===== config.mk =====
export PLATFORM = sky130hd
export DESIGN_NAME = ga_pixel_engine
export DESIGN_NICKNAME = d
export VERILOG_FILES = /design/src/rtl/ga_pkg.sv /design/src/rtl/ga_palette.sv /design/src/rtl/ga_pixel_engine.sv
export SDC_FILE = /design/constraint.sdc
export NUM_CORES = 1
export LEC_CHECK = 0
export BUFFER_PORTS_ARGS = -buffer_cell sky130_fd_sc_hd__buf_2
export CELL_PAD_IN_SITES_DETAIL_PLACEMENT = 1
export CELL_PAD_IN_SITES_GLOBAL_PLACEMENT = 1
export CORE_MARGIN = 8
export CORE_UTILIZATION = 45
export DETAILED_ROUTE_END_ITERATION = 12
export PLACE_DENSITY = 0.74
export REMOVE_ABC_BUFFERS = 1
export SETUP_SLACK_MARGIN = 0.5
export SLEW_MARGIN = 5
export SYNTH_ARGS = -nofsm -noshare
export SYNTH_HDL_FRONTEND = slang
export SYNTH_HIERARCHICAL = 1
export SYNTH_SLANG_ARGS = --single-unit
export TNS_END_PERCENT = 10

===== constraint.sdc =====
create_clock -name clk -period 5.6 [get_ports clk]
set_clock_uncertainty 0.05 [all_clocks]
set_input_delay 1.12 -clock clk [delete_from_list [all_inputs] [get_ports clk]]
set_output_delay 1.12 -clock clk [all_outputs]
set_load 0.05 [all_outputs]

===== src/rtl/ga_pkg.sv =====
// Shared definitions for the gate-array pixel engine: screen modes,
// pen index width and palette geometry, plus the per-mode pen decode.
package ga_pkg;

  typedef enum logic [1:0] {
    MODE0 = 2'd0,
    MODE1 = 2'd1,
    MODE2 = 2'd2,
    MODE3 = 2'd3
  } ga_mode_e;

  localparam int          PEN_W      = 5;
  localparam int          BORDER_PEN = 16;
  localparam int unsigned NUM_PENS   = 17;

  // Pen index of the pixel currently at the top of the shift register.
  function automatic logic [PEN_W-1:0] decode_pen(input logic [7:0] b, input ga_mode_e m);
    logic [PEN_W-1:0] p;
    case (m)
      MODE2:   p = {4'b0000, b[7]};
      MODE1:   p = {3'b000, b[3], b[7]};
      MODE3:   p = {3'b000, b[3], b[7]};
      default: p = {1'b0, b[1], b[5], b[3], b[7]};
    endcase
    return p;
  endfunction

endpackage


===== src/rtl/ga_palette.sv =====
// Ink/border palette: 17 entries, one write port, read indexed by the
// registered pen so a same-tick write is seen by the reader one tick later.
module ga_palette
  import ga_pkg::*;
#(
  parameter int COLW = 5
) (
  input  logic             clk,
  input  logic             RESET_N,
  input  logic             we,
  input  logic [PEN_W-1:0] wr_addr,
  input  logic [COLW-1:0]  wr_data,
  input  logic [PEN_W-1:0] rd_addr,
  output logic [COLW-1:0]  rd_data
);

  logic [COLW-1:0] mem [NUM_PENS];

  // Entry storage; writes beyond the border entry are dropped.
  always_ff @(posedge clk or negedge RESET_N) begin
    if (!RESET_N) begin
      for (int unsigned i = 0; i < NUM_PENS; i++) begin
        mem[PEN_W'(i)] <= '0;
      end
    end else if (we && (wr_addr < PEN_W'(NUM_PENS))) begin
      mem[wr_addr] <= wr_data;
    end
  end

  // Combinational lookup of the registered pen index.
  always_comb begin
    rd_data = '0;
    if (rd_addr < PEN_W'(NUM_PENS)) begin
      rd_data = mem[rd_addr];
    end
  end

endmodule


===== src/rtl/ga_pixel_engine.sv =====
// Pixel serialiser: turns fetched video bytes into per-tick pens according
// to the screen mode, then maps pens through the palette to an output colour.
module ga_pixel_engine
  import ga_pkg::*;
#(
  parameter int              COLW      = 5,
  parameter logic [COLW-1:0] BLANK_COL = '0
) (
  input  logic             clk,
  input  logic             RESET_N,
  input  logic             cen_16,
  input  logic             load,
  input  logic [7:0]       vid_d,
  input  logic             dispen,
  input  logic [1:0]       mode_req,
  input  logic             mode_sync,
  input  logic             force_blank,
  input  logic             pal_we,
  input  logic [4:0]       pal_addr,
  input  logic [COLW-1:0]  pal_d,
  output logic [PEN_W-1:0] pen,
  output logic [COLW-1:0]  colour,
  output logic             blank
);

  ga_mode_e        mode_cur;
  ga_mode_e        byte_mode;
  logic [7:0]      shreg;
  logic            disp_l;
  logic [1:0]      tick;
  logic            shift_en;
  logic [COLW-1:0] pal_rd;

  ga_palette #(
    .COLW(COLW)
  ) u_palette (
    .clk     (clk),
    .RESET_N (RESET_N),
    .we      (pal_we),
    .wr_addr (pal_addr),
    .wr_data (pal_d),
    .rd_addr (pen),
    .rd_data (pal_rd)
  );

  // Shift cadence: every tick in mode 2, every 2nd in mode 1, every 4th otherwise.
  always_comb begin
    shift_en = 1'b0;
    case (byte_mode)
      MODE2:   shift_en = 1'b1;
      MODE1:   shift_en = tick[0];
      default: shift_en = (tick == 2'd3);
    endcase
  end

  // Committed mode; only latched into a byte at its load, never mid-byte.
  always_ff @(posedge clk or negedge RESET_N) begin
    if (!RESET_N) begin
      mode_cur <= MODE0;
    end else if (cen_16 && mode_sync) begin
      mode_cur <= ga_mode_e'(mode_req);
    end
  end

  // Byte shift register, display flag, per-byte mode and tick counter.
  always_ff @(posedge clk or negedge RESET_N) begin
    if (!RESET_N) begin
      shreg     <= '0;
      disp_l    <= 1'b0;
      tick      <= '0;
      byte_mode <= MODE0;
    end else if (cen_16) begin
      if (load) begin
        shreg     <= vid_d;
        disp_l    <= dispen;
        tick      <= '0;
        byte_mode <= mode_sync ? ga_mode_e'(mode_req) : mode_cur;
      end else begin
        tick <= tick + 2'd1;
        if (shift_en) begin
          shreg <= {shreg[6:0], 1'b0};
        end
      end
    end
  end

  // Pen stage: decoded pen while displaying, border pen otherwise.
  always_ff @(posedge clk or negedge RESET_N) begin
    if (!RESET_N) begin
      pen <= '0;
    end else if (cen_16) begin
      pen <= disp_l ? decode_pen(shreg, byte_mode) : PEN_W'(BORDER_PEN);
    end
  end

  // Colour stage: palette lookup of the registered pen, blank override last.
  always_ff @(posedge clk or negedge RESET_N) begin
    if (!RESET_N) begin
      colour <= BLANK_COL;
      blank  <= 1'b1;
    end else if (cen_16) begin
      if (force_blank) begin
        colour <= BLANK_COL;
        blank  <= 1'b1;
      end else begin
        colour <= pal_rd;
        blank  <= 1'b0;
      end
    end
  end

endmodule


==> impl_metrics.yaml <==
worst_hold_path:
  hp-start: "u_palette/mem[43]"
  min-delay-path-class: "flip-flop to flip-flop"
  hold_path_depth: 1
  hold_path_end: "u_palette/mem[43]"
setup_path:
  slowest_delay_ns: 0.88
  cp_max_fo: 20
  crit_buf_inv: 1
  arrival_ns: 1.63
  start_kind: "flip-flop"
  worst_r2r_path_depth: 7
  crit_chain: "buf_2"
  rr_endpoint: "colour[2]"
  r2r-start: "pen[0]"
  cp_slowest_cell: "dfrtp_1"
  path_class: "flip-flop to output pin"
  crit_path_end_kind: "output pin"
  regToRegSetupSlack_ns: 3.24
  cp.required_ns: 4.43
  cp-startpoint: "pen[2]"
  critPathTopFamily: "flip-flops"
timing:
  fmax_mhz: 357
  totalNegativeSetupSlack_ns: 0
  drv_slew: 0
  finalCritPeriodShare_pct: 50.0
  timing.final.ws_setup_ns: 2.80
  rsz0062_at_grt: "no"
  relSlewSlack_pct: 34.7
  tightest_slew_ns: 0.979
  period_needed_ns: 2.80
  whs_ns: 0.450
  setup-violations-final: 0
  finalHoldViolCount: 0
synth:
  synth_xor_xnor_area_share_pct: 0
  ys_seq_area_share_pct: 52.4
  synth.area.mux_share_pct: 31.5
  synth_top_family_by_area: "multiplexers"
  async_flop_share_pct: 100
  ys_ff_latch: 111
  synthesis.area_um2: 5310
  synth_compound_area_share_pct: 5.47
  yosysWarnings: 6
  syn_inst: 385
  synth_fa_ha_area_share_pct: 0.943
  synthFlopType: "dfrtp_1"
  synth-simple-area-share_pct: 6.55
  ys_types: 39
  syn_area_per_cell_um2: 13.8
  synth_edf_count: 0
floorplan:
  coreArea_um2: 11500
  die_w_um: 125
  start_util_pct: 46.3
  die_y_um: 125
  ioPinCount: 39
  fp-row-count: 39
  die_area_um2: 15500
cts:
  clockBufferDepth: 2
  post_cts.repair.setup_buffers: 0
  cts-resized-gates: 0
  ctsHtreeMaxLevel: 3
  cts.reportedPaths.clkPinSlew_ns: 0.07
  cts-hold-fix-buffers: 0
  insertion_delay_ns: 0.35
  cts_buffers: 9
  root_buffer: "clkbuf_16"
  clock_sinks: 111
  cts_tree: "done"
place:
  pre_cts_ws_ns: 2.95
  port_buffers: 38
  post_dp_cell_area_um2: 5590
  dpl.hpwl_um: 8040
  place_congestion: 0.728
  place_inst: 550
routing:
  wirelength_um: 11900
  wl_per_cell_um: 21.0
  ant_nets: 0
  vias: 3224
  drt_first_pass_iters: 4
  initialDrtViolationCount: 155
  drc: 0
  via_per_inst: 5.70
finish:
  final_util_pct: 51.4
  syn2layout_area_growth_pct: 11.1
  instances_no_fill: 566
  drive_gt1_share_pct: 42.6
  layout.nets: 450
  final_common_cell: "dfrtp_1"
  final_cell_mix: "110 x dfrtp_1, 105 x mux2_2, 37 x buf_2"
  diodes: 0
  fillers: 1138
  stdcell_area_um2: 5900
global_routing:
  grt_max_degree: 78
  overflow: 0
  antenna_found_initial: 0
  grt_usage_pct: 15.8
  grt_pass1_vias: 3522
  grt_pass1_wl_um: 19600
run:
  drv_cap: 0
power_and_ir_drop:
  peakVddDrop_v: 0.000200
  p_leak_nw: 2.65
  powerDensity_nw_per_um2: 398
  power_mw: 2.35
status:
  status: "finished clean"
==> report_power, final <==
group | internal, mW | total [mW] | switching (mW)
registers | 0.970 | 1.08 | 0.108
logic | 0.306 | 0.609 | 0.303
clock network | 0.362 | 0.659 | 0.297
total | 1.64 | 2.35 | 0.709
==> worst max path at each step <==
stage,slack (ns),depth (start not counted),to
final,2.80,1,pen[2]
after global routing,2.72,1,pen[2]
after CTS,2.79,1,pen[2]
after detailed placement,2.95,5,u_palette/mem[10]
after global placement,2.96,5,u_palette/mem[10]
after floorplan,2.78,6,colour[4]
==> layout make-up <==
cell class                      instances  area, um2  share of cell area [%]
Clock buffer                           10        239                    4.05
Clock inverter                          6       68.8                    1.17
Inverter                               15       56.3                   0.955
Multi-Input combinational cell        240       2360                    40.0
Sequential cell                       111       2780                    47.1
Tap cell                              143        179                    3.03
Timing Repair Buffer                   41        215                    3.65
==> sequential cells by signal, indices dropped and copies added, names as in the netlist <==
name	flops
pen	5
tick	2
u_palette/mem	85
colour	5
mode_cur	2
disp_l	1
blank	1
shreg	8
byte_mode	2
==> kinds of logic after synthesis <==
kind of cell | Yosys count
compound gates | 38
buf+inv | 34
flops | 111
fa+ha+maj | 4
mux | 136
simple gates | 62
==> cell usage after synthesis (2+ instances only) <==
cell type | n | area (um2)
a2111oi_0 | 5 | 43.8
a221o_1 | 5 | 50.1
a311oi_1 | 5 | 43.8
and3_1 | 2 | 12.5
buf_2 | 5 | 25.0
buf_6 | 2 | 22.5
clkbuf_1 | 9 | 33.8
dfrtp_1 | 110 | 2750
ha_1 | 4 | 50.1
inv_1 | 15 | 56.3
mux2_2 | 105 | 1180
mux2_4 | 7 | 105
mux2i_1 | 14 | 140
mux4_1 | 5 | 131
mux4_2 | 5 | 113
nand2_1 | 15 | 56.3
nand2b_1 | 3 | 18.8
nand3_1 | 6 | 30.0
nand3b_1 | 5 | 37.5
nand4_1 | 3 | 18.8
nor2_1 | 6 | 22.5
nor2b_1 | 11 | 68.8
nor3_1 | 5 | 25.0
o21ai_0 | 13 | 65.1
o22ai_1 | 6 | 37.5
==> layer usage <==
layer | GRT usage [%] | vias to the layer above | share of wire (%)
li1 | - | 1489 | -
met1 | 19.9 | 1699 | 45
met2 | 26.9 | 26 | 52
met3 | 2.51 | 10 | 1.5
met4 | 5.32 | 0 | 1.3
met5 | 0 | - | 0
No activity file was read; power rests on OpenSTA's default activity.
